### config.mk
export PLATFORM = sky130hd
export DESIGN_NAME = round_robin_arbiter8
export DESIGN_NICKNAME = d
export VERILOG_FILES = /design/src/rtl/arb_pkg.sv /design/src/rtl/onehot_enc8.sv /design/src/rtl/round_robin_arbiter8.sv
export SDC_FILE = /design/constraint.sdc
export NUM_CORES = 1
export LEC_CHECK = 0
export ABC_AREA = 0
export CELL_PAD_IN_SITES_DETAIL_PLACEMENT = 1
export CELL_PAD_IN_SITES_GLOBAL_PLACEMENT = 1
export CORE_ASPECT_RATIO = 1.75
export CORE_MARGIN = 2
export CORE_UTILIZATION = 44
export DETAILED_ROUTE_END_ITERATION = 8
export GPL_TIMING_DRIVEN = 1
export HOLD_SLACK_MARGIN = 0.1
export PLACE_DENSITY = 0.82
export REMOVE_ABC_BUFFERS = 1
export SYNTH_ARGS = -nofsm -noshare
export SYNTH_HDL_FRONTEND = slang
export SYNTH_HIERARCHICAL = 1
export SYNTH_SLANG_ARGS = --single-unit
### constraint.sdc
create_clock -name clk -period 4.5 [get_ports clk]
set_clock_uncertainty 0.05 [all_clocks]
set_input_delay 1.125 -clock clk [delete_from_list [all_inputs] [get_ports clk]]
set_output_delay 1.125 -clock clk [all_outputs]
set_load 0.05 [all_outputs]
### src/rtl/arb_pkg.sv
// Shared types, sizes and the round-robin search helper for the 8-way arbiter.
package arb_pkg;

    localparam int NUM_REQ = 8;
    localparam int IDX_W   = 3;

    typedef enum logic {
        IDLE  = 1'b0,
        OWNED = 1'b1
    } state_t;

    typedef struct packed {
        logic             found;
        logic [IDX_W-1:0] idx;
    } pick_t;

    // First set bit of r in the order ptr, ptr+1, ... (mod 8). Scanning from the far
    // end lets the nearest candidate overwrite the others, so no early exit is needed.
    function automatic pick_t rr_pick(input logic [NUM_REQ-1:0] r,
                                      input logic [IDX_W-1:0]   ptr);
        pick_t            res;
        logic [IDX_W-1:0] k;
        res = '0;
        for (int i = NUM_REQ - 1; i >= 0; i--) begin
            k = ptr + IDX_W'(i);
            if (r[k]) begin
                res.found = 1'b1;
                res.idx   = k;
            end
        end
        return res;
    endfunction

endpackage

### src/rtl/onehot_enc8.sv
// 8-to-3 encoder for a one-hot vector; any input that is not exactly one-hot encodes to 0.
module onehot_enc8
    import arb_pkg::*;
(
    input  logic [7:0] onehot,
    output logic [2:0] idx
);

    logic is_onehot;

    assign is_onehot = (onehot != 8'h00) && ((onehot & (onehot - 8'h01)) == 8'h00);

    // NOTE: every variable written in always_comb gets a default first, so no path infers a latch.
    always_comb begin
        idx = '0;
        if (is_onehot) begin
            for (int i = 0; i < NUM_REQ; i++) begin
                if (onehot[i]) idx = IDX_W'(i);
            end
        end
    end

endmodule

### src/rtl/round_robin_arbiter8.sv
// Eight-requester round-robin arbiter with grant hold and preemption after HOLD_MAX cycles.
module round_robin_arbiter8
    import arb_pkg::*;
#(
    parameter int HOLD_MAX = 16
) (
    input  logic       clk,
    input  logic       rst,
    input  logic [7:0] req,
    output logic [7:0] gnt,
    output logic [2:0] gnt_idx,
    output logic       gnt_valid
);

    localparam logic [7:0] HOLD_LIM = 8'(HOLD_MAX - 1);

    state_t     state, state_n;
    logic [2:0] ptr, ptr_n;
    logic [7:0] hold_cnt, hold_n;
    logic [7:0] gnt_n;
    logic       owner_req;
    logic       preempt;
    pick_t      pick;

    // Candidates always exclude the current owner; in IDLE gnt is zero so this is just req.
    assign pick      = rr_pick(req & ~gnt, ptr);
    assign owner_req = |(req & gnt);
    assign preempt   = (hold_cnt >= HOLD_LIM) && pick.found;

    // NOTE: sequential state uses non-blocking assignments so all registers update together.
    always_ff @(posedge clk) begin
        if (rst) begin
            state    <= IDLE;
            gnt      <= '0;
            ptr      <= '0;
            hold_cnt <= '0;
        end else begin
            state    <= state_n;
            gnt      <= gnt_n;
            ptr      <= ptr_n;
            hold_cnt <= hold_n;
        end
    end

    always_comb begin
        state_n = state;
        gnt_n   = gnt;
        ptr_n   = ptr;
        hold_n  = hold_cnt;
        case (state)
            IDLE: begin
                if (pick.found) begin
                    state_n = OWNED;
                    gnt_n   = 8'h01 << pick.idx;
                    ptr_n   = pick.idx + 3'd1;
                    hold_n  = '0;
                end
            end
            OWNED: begin
                if (!owner_req || preempt) begin
                    if (pick.found) begin
                        gnt_n  = 8'h01 << pick.idx;
                        ptr_n  = pick.idx + 3'd1;
                        hold_n = '0;
                    end else begin
                        state_n = IDLE;
                        gnt_n   = '0;
                        hold_n  = '0;
                    end
                end else if (hold_cnt < HOLD_LIM) begin
                    hold_n = hold_cnt + 8'd1;
                end
            end
            default: begin
                state_n = IDLE;
                gnt_n   = '0;
            end
        endcase
    end

    // Outputs derive only from the registered grant.
    always_comb begin
        gnt_valid = |gnt;
    end

    onehot_enc8 u_enc (
        .onehot (gnt),
        .idx    (gnt_idx)
    );

endmodule

# After elaboration in Yosys (flattened, before gate mapping)
# Cells that the tools add are included.
[totals]
reg_bits = 20
out_inout_bits = 12
elab_cells = 89
[classes]
n_addsub = 10
magnitude_cmp = 10
eq_ne = 3
shift = 1
muxes = 46
n_bitwise = 5
reduce_logical = 10
[op_table]
columns = ["cell", "n"]
rows = [
  ["two-way mux 8 bit", 6],
  ["< comparator 3 x 4 -> 1 bit, second input constant", 8],
  ["two-way mux 4 bit", 8],
  ["one-hot mux 8 bit (2 select lines)", 2],
  ["AND 8 bit", 3],
  ["binary-select mux 1 bit (select 3 bit)", 8],
  ["two-way mux 3 bit", 7],
  ["OR reduction 8 bit", 2],
  ["adder 3 bit, second input constant", 4],
  ["two-way mux 1 bit", 11],
  ["adder 8 x 1 -> 8 bit, second input constant", 1],
  ["greater-or-equal comparator 8 x 4 -> 1 bit, second input constant", 1],
  ["zero test 8 bit", 1],
  ["< comparator 8 x 4 -> 1 bit, second input constant", 1],
  ["inverter 8 bit", 1],
  ["nonzero test 8 bit", 1],
  ["left shift 1 x 3 -> 8 bit, first input constant", 1],
  ["subtractor 8 x 1 -> 8 bit, second input constant", 1],
  ["adder 3 x 1 -> 3 bit, second input constant", 2],
  ["adder 3 x 2 -> 3 bit, second input constant", 2],
  ["one-hot mux 3 bit (2 select lines)", 1],
  ["two-way mux 2 bit", 2],
  ["AND reduction 2 bit", 2],
  ["!= test 3 x 1 -> 1 bit, second input constant", 1],
  ["other kinds (7)", 8],
]

# Depth between registers and ports, before layout
[logic_depth]
ltp_word = 16
mapped_depth = 15
depth_no_buf = 13

# Cells and area by module
# Netlist, hierarchy kept.
[modules_own_cells]
columns = ["module", "n_inst", "cells_per_inst", "area_per_inst_um2", "seq_area_each_um2"]
rows = [
  ["round_robin_arbiter8", 1, 237, 2135.8, 400.4],
  ["onehot_enc8", 1, 21, 153.9, 0.0],
]

# Least setup slack after synthesis
# OpenSTA, ideal clock, no wires.
[synth_path]
kind = "register to output"
from = "reg gnt[0]"
to = "out gnt_idx[1]"
arrival_ps = 2425
setup_slack_ps = 900
path_stages_with_launch = 5
n_path_buf = 0
cell_sequence = "dfxtp_1 > or4_4 > or3_4 > nand2b_1 > a21oi_1"
[synth_between]
elab_chain_cells = 5
elab_cells_between_ends = 6
classes_between = "add/sub: 1; mux: 1; bitwise: 1; reduce/logical: 3"
[synth_lines]
columns = ["item", "line_no", "source"]
rows = [
  ["start, declared", "round_robin_arbiter8.sv:10", "output logic [7:0] gnt,"],
  ["start signal, assigned", "round_robin_arbiter8.sv:39", "gnt <= gnt_n;"],
  ["subtractor 8 x 1 -> 8 bit", "onehot_enc8.sv:11", "assign is_onehot = (onehot != 8'h00) && ((onehot & (onehot - 8'h01)) == 8'h00);"],
  ["AND 8 bit", "onehot_enc8.sv:11", ""],
  ["zero test 8 bit", "onehot_enc8.sv:11", ""],
  ["logical AND 1 bit *", "onehot_enc8.sv:11", ""],
  ["two-way mux 3 bit *", "onehot_enc8.sv:16", "if (is_onehot) begin"],
  ["end, declared", "round_robin_arbiter8.sv:11", "output logic [2:0] gnt_idx,"],
]
# Mark *: on every way between the ends. The rest lies on a longest branch, timed or not.

# Worst setup path after layout
[layout_path]
from = "in req[5]"
to = "reg ptr[2]"
[layout_between]
elab_chain_cells = 15
elab_cells_between_ends = 35
classes_between = "add/sub: 1; eq/ne: 1; mux: 27; bitwise: 2; reduce/logical: 4"
[layout_lines]
columns = ["item", "line_no", "source"]
rows = [
  ["start, declared", "round_robin_arbiter8.sv:9", "input logic [7:0] req,"],
  ["AND 8 bit", "round_robin_arbiter8.sv:26", "assign pick = rr_pick(req & ~gnt, ptr);"],
  ["binary-select mux 1 bit (select 3 bit)", "arb_pkg.sv:26", "if (r[k]) begin"],
  ["two-way mux 1 bit (implied by the code)", "arb_pkg.sv:26", ""],
  ["two-way mux 4 bit (8 in series)", "arb_pkg.sv:26", ""],
  ["adder 3 x 1 -> 3 bit", "round_robin_arbiter8.sv:55, round_robin_arbiter8.sv:63", ""],
  ["two-way mux 3 bit", "round_robin_arbiter8.sv:52, round_robin_arbiter8.sv:61", ""],
  ["two-way mux 3 bit", "round_robin_arbiter8.sv:60", "if (!owner_req || preempt) begin"],
  ["one-hot mux 3 bit (2 select lines)", "round_robin_arbiter8.sv:50", "case (state)"],
  ["end signal, assigned", "round_robin_arbiter8.sv:40", "ptr <= ptr_n;"],
  ["end, declared", "round_robin_arbiter8.sv:18", "logic [2:0] ptr, ptr_n;"],
]
# Several ways; a longest one is shown, not always the timed one. The select of a mux whose other input is x is not followed.
# A chain may end at the register's enable or synchronous reset.

==> impl_metrics.env <==
export IMPL_place_ws_ps=227
export IMPL_leakagePower_uw=0.000981
export IMPL_async_reset_ff_frac=0
export IMPL_globalplace_congestion=0.865
export IMPL_viasPerCell=6.53
export IMPL_clk_pin_slew_ps=70
export IMPL_powerDensity_nw_per_um2=847
export IMPL_num_vias=2161
export IMPL_core_region_area_um2=4980
export IMPL_ant_nets=0
export IMPL_pwr_share_clk=0.081
export IMPL_first_iter_violations=58
export IMPL_netSwitchingPower_uw=1160
export IMPL_place_hpwl_mm=5.49
export IMPL_row_count=34
export IMPL_cts_resized=0
export IMPL_setup_viol=0
export IMPL_fin_crit_sh=0.887
export IMPL_initial_utilization=0.460
export IMPL_cts_tree="built"
export IMPL_synth_distinct_cells=72
export IMPL_ys_ff_latch=20
export IMPL_slew_violations=0
export IMPL_final_common_cell="clkdlybuf4s50_1"
export IMPL_cp_end_kind="register"
export IMPL_netlist_area_um2=2290
export IMPL_grt_overflow=0
export IMPL_outcome="complete, no violations"
export IMPL_pwr_share_seq=0.137
export IMPL_path_max_fanout=6
export IMPL_clock_fmax_mhz=251
export IMPL_post_cts_buffers=0
export IMPL_crit_type="input pin to register"
export IMPL_drive_above_1_share=0.141
export IMPL_crit_required_ps=4630
export IMPL_clock_latency_ps=260
export IMPL_peakVddDrop_v=0.000524
export IMPL_dr_pass1_iters=4
export IMPL_cts_hold_buf=0
export IMPL_drc=0
export IMPL_grt_start_max_net_pins=20
export IMPL_ios=22
export IMPL_cts_max_path_buffers=2
export IMPL_hold_ws_ps=419
export IMPL_synthFlopType="dfxtp_1"
export IMPL_port_buffers=21
export IMPL_min_path_type="register to register"
export IMPL_final_cell_mix="21 x clkdlybuf4s50_1, 20 x dfxtp_1, 19 x nand2_1, 16 x a21oi_1, 15 x nand2b_1"
export IMPL_grt_pass1_vias=2368
export IMPL_antenna_found_initial=0
export IMPL_yosys_warnings=6
export IMPL_maxSlewHeadroom=0.404
export IMPL_place_area_um2=2540
export IMPL_rsz0062_at_grt="false"
export IMPL_ys_seq_area_frac=0.175
export IMPL_start_kind="input pin"
export IMPL_diodes=0
export IMPL_synth_area_leaders="dfxtp_1 17%, mux4_2 13%, ha_1 4.9%"
export IMPL_synth_area_per_cell_um2=8.87
export IMPL_worst_slew_pin_slew_ps=893
export IMPL_tns_ps=0
export IMPL_synthCells=258
export IMPL_synth_top_cell_by_area="dfxtp_1"
export IMPL_grt_pass1_wl_mm=11.8
export IMPL_die_w_um=58.5
export IMPL_wl_per_cell_um=20.5
export IMPL_power_frac_comb=0.782
export IMPL_cts_root_buf="clkbuf_8"
export IMPL_synth_edff_count=0
export IMPL_track_usage=0.257
export IMPL_intPower_uw=1050
export IMPL_post_route_cell_area_um2=2610
export IMPL_die_h_um=99.4
export IMPL_htreeDepth=1
export IMPL_worstPathArrival_ps=4120
export IMPL_cts_buffers_inserted=3
export IMPL_synth_top_area_share=0.175
export IMPL_min_period_ps=3990
export IMPL_finalHoldViolCount=0
export IMPL_cap_violations=0
export IMPL_swShare=0.524
export IMPL_finalWorstSetupSlack_ps=510
export IMPL_totalWireLength_mm=6.78
export IMPL_cts_sinks=20
export IMPL_syn_to_final_growth_pct=14.0
export IMPL_die_area_um2=5820
export IMPL_nNetsFinal=297
-- cells by family (layout without fill, tap and decap cells) --
group | after synthesis | after routing | synth area share
and+or+nand+nor | 100 | 100 | 0.256
AOI/OAI and AO/OA | 81 | 81 | 0.280
muxes | 23 | 23 | 0.172
buffers and inverters | 21 | 40 | 0.0464
DFF | 20 | 20 | 0.175
adders and majority gates | 10 | 10 | 0.0536
xor gates and xnor gates | 3 | 3 | 0.0180
-- area by class of cell --
class                   instances  area (µm²)
fillers                       593        2370
multi-input cells             217        1780
repair buffers                 26         248
flip-flops and latches         20         400
clock buffers                   3        41.3
clock inverters                 1        30.0
well taps                      54        67.6
inverters                      10        40.0
-- synth_stat cells, drive strengths merged, types with 4 or more instances --
master	n
a211oi	4
a21oi	16
a22oi	4
a32o	6
and2	6
buf	8
dfxtp	20
ha	9
inv	9
mux2i	10
mux4	13
nand2	19
nand2b	15
nor2	15
nor2b	8
nor3	4
nor3b	5
nor4	4
o21ai	16
or2	5
-- worst max-delay path, stage by stage --
cell	delay, ps
clkdlybuf4s50_1	530
nand2b_1	160
mux4_2	560
or2_0	240
a21boi_1	150
nor2_1	50
or4_1	390
o31ai_1	130
or2_1	190
ha_1	190
ha_1	230
a211oi_1	180
-- registers in the layout, indices dropped and copies added, names as in the netlist --
register / flops
gnt: 8
state: 1
ptr: 3
hold_cnt: 8
-- per-layer routing --
metal	track usage	routed length [µm]
met5	0	0
met4	0.0877	205
met3	0.0130	91
met2	0.481	3920
met1	0.299	2570
-- power groups by stage --
stage | logic, µW | registers (µW) | clock network [µW]
after floorplan | 1190 | 361 | 0
after global placement | 1690 | 306 | 0
after detailed placement | 1720 | 308 | 0
after CTS | 1730 | 303 | 183
after global routing | 1890 | 314 | 189
final | 1730 | 303 | 178
-- final timing paths --
| kind | to | cells after the start | startpoint | slack, ps |
|---|---|---|---|---|
| max | ptr[2]$_SDFFE_PP0P_ | 12 | req[5] | 510 |
| min | hold_cnt[6]$_SDFFE_PP0P_ | 1 | hold_cnt[6]$_SDFFE_PP0P_ | 420 |
| max reg2reg | gnt[7]$_SDFFE_PP0P_ | 12 | ptr[0]$_SDFFE_PP0P_ | 840 |
| min reg2reg | hold_cnt[6]$_SDFFE_PP0P_ | 1 | hold_cnt[6]$_SDFFE_PP0P_ | 420 |
-- through the flow --
stage               power, µW  utilization  cells
global placement         2000        0.510    327
floorplan                1550            -    247
global route             2390        0.524    331
detailed placement       2030        0.510    327
finish                   2210        0.524    331
CTS                      2220        0.524    331
Power figures use the tool's default switching activity.
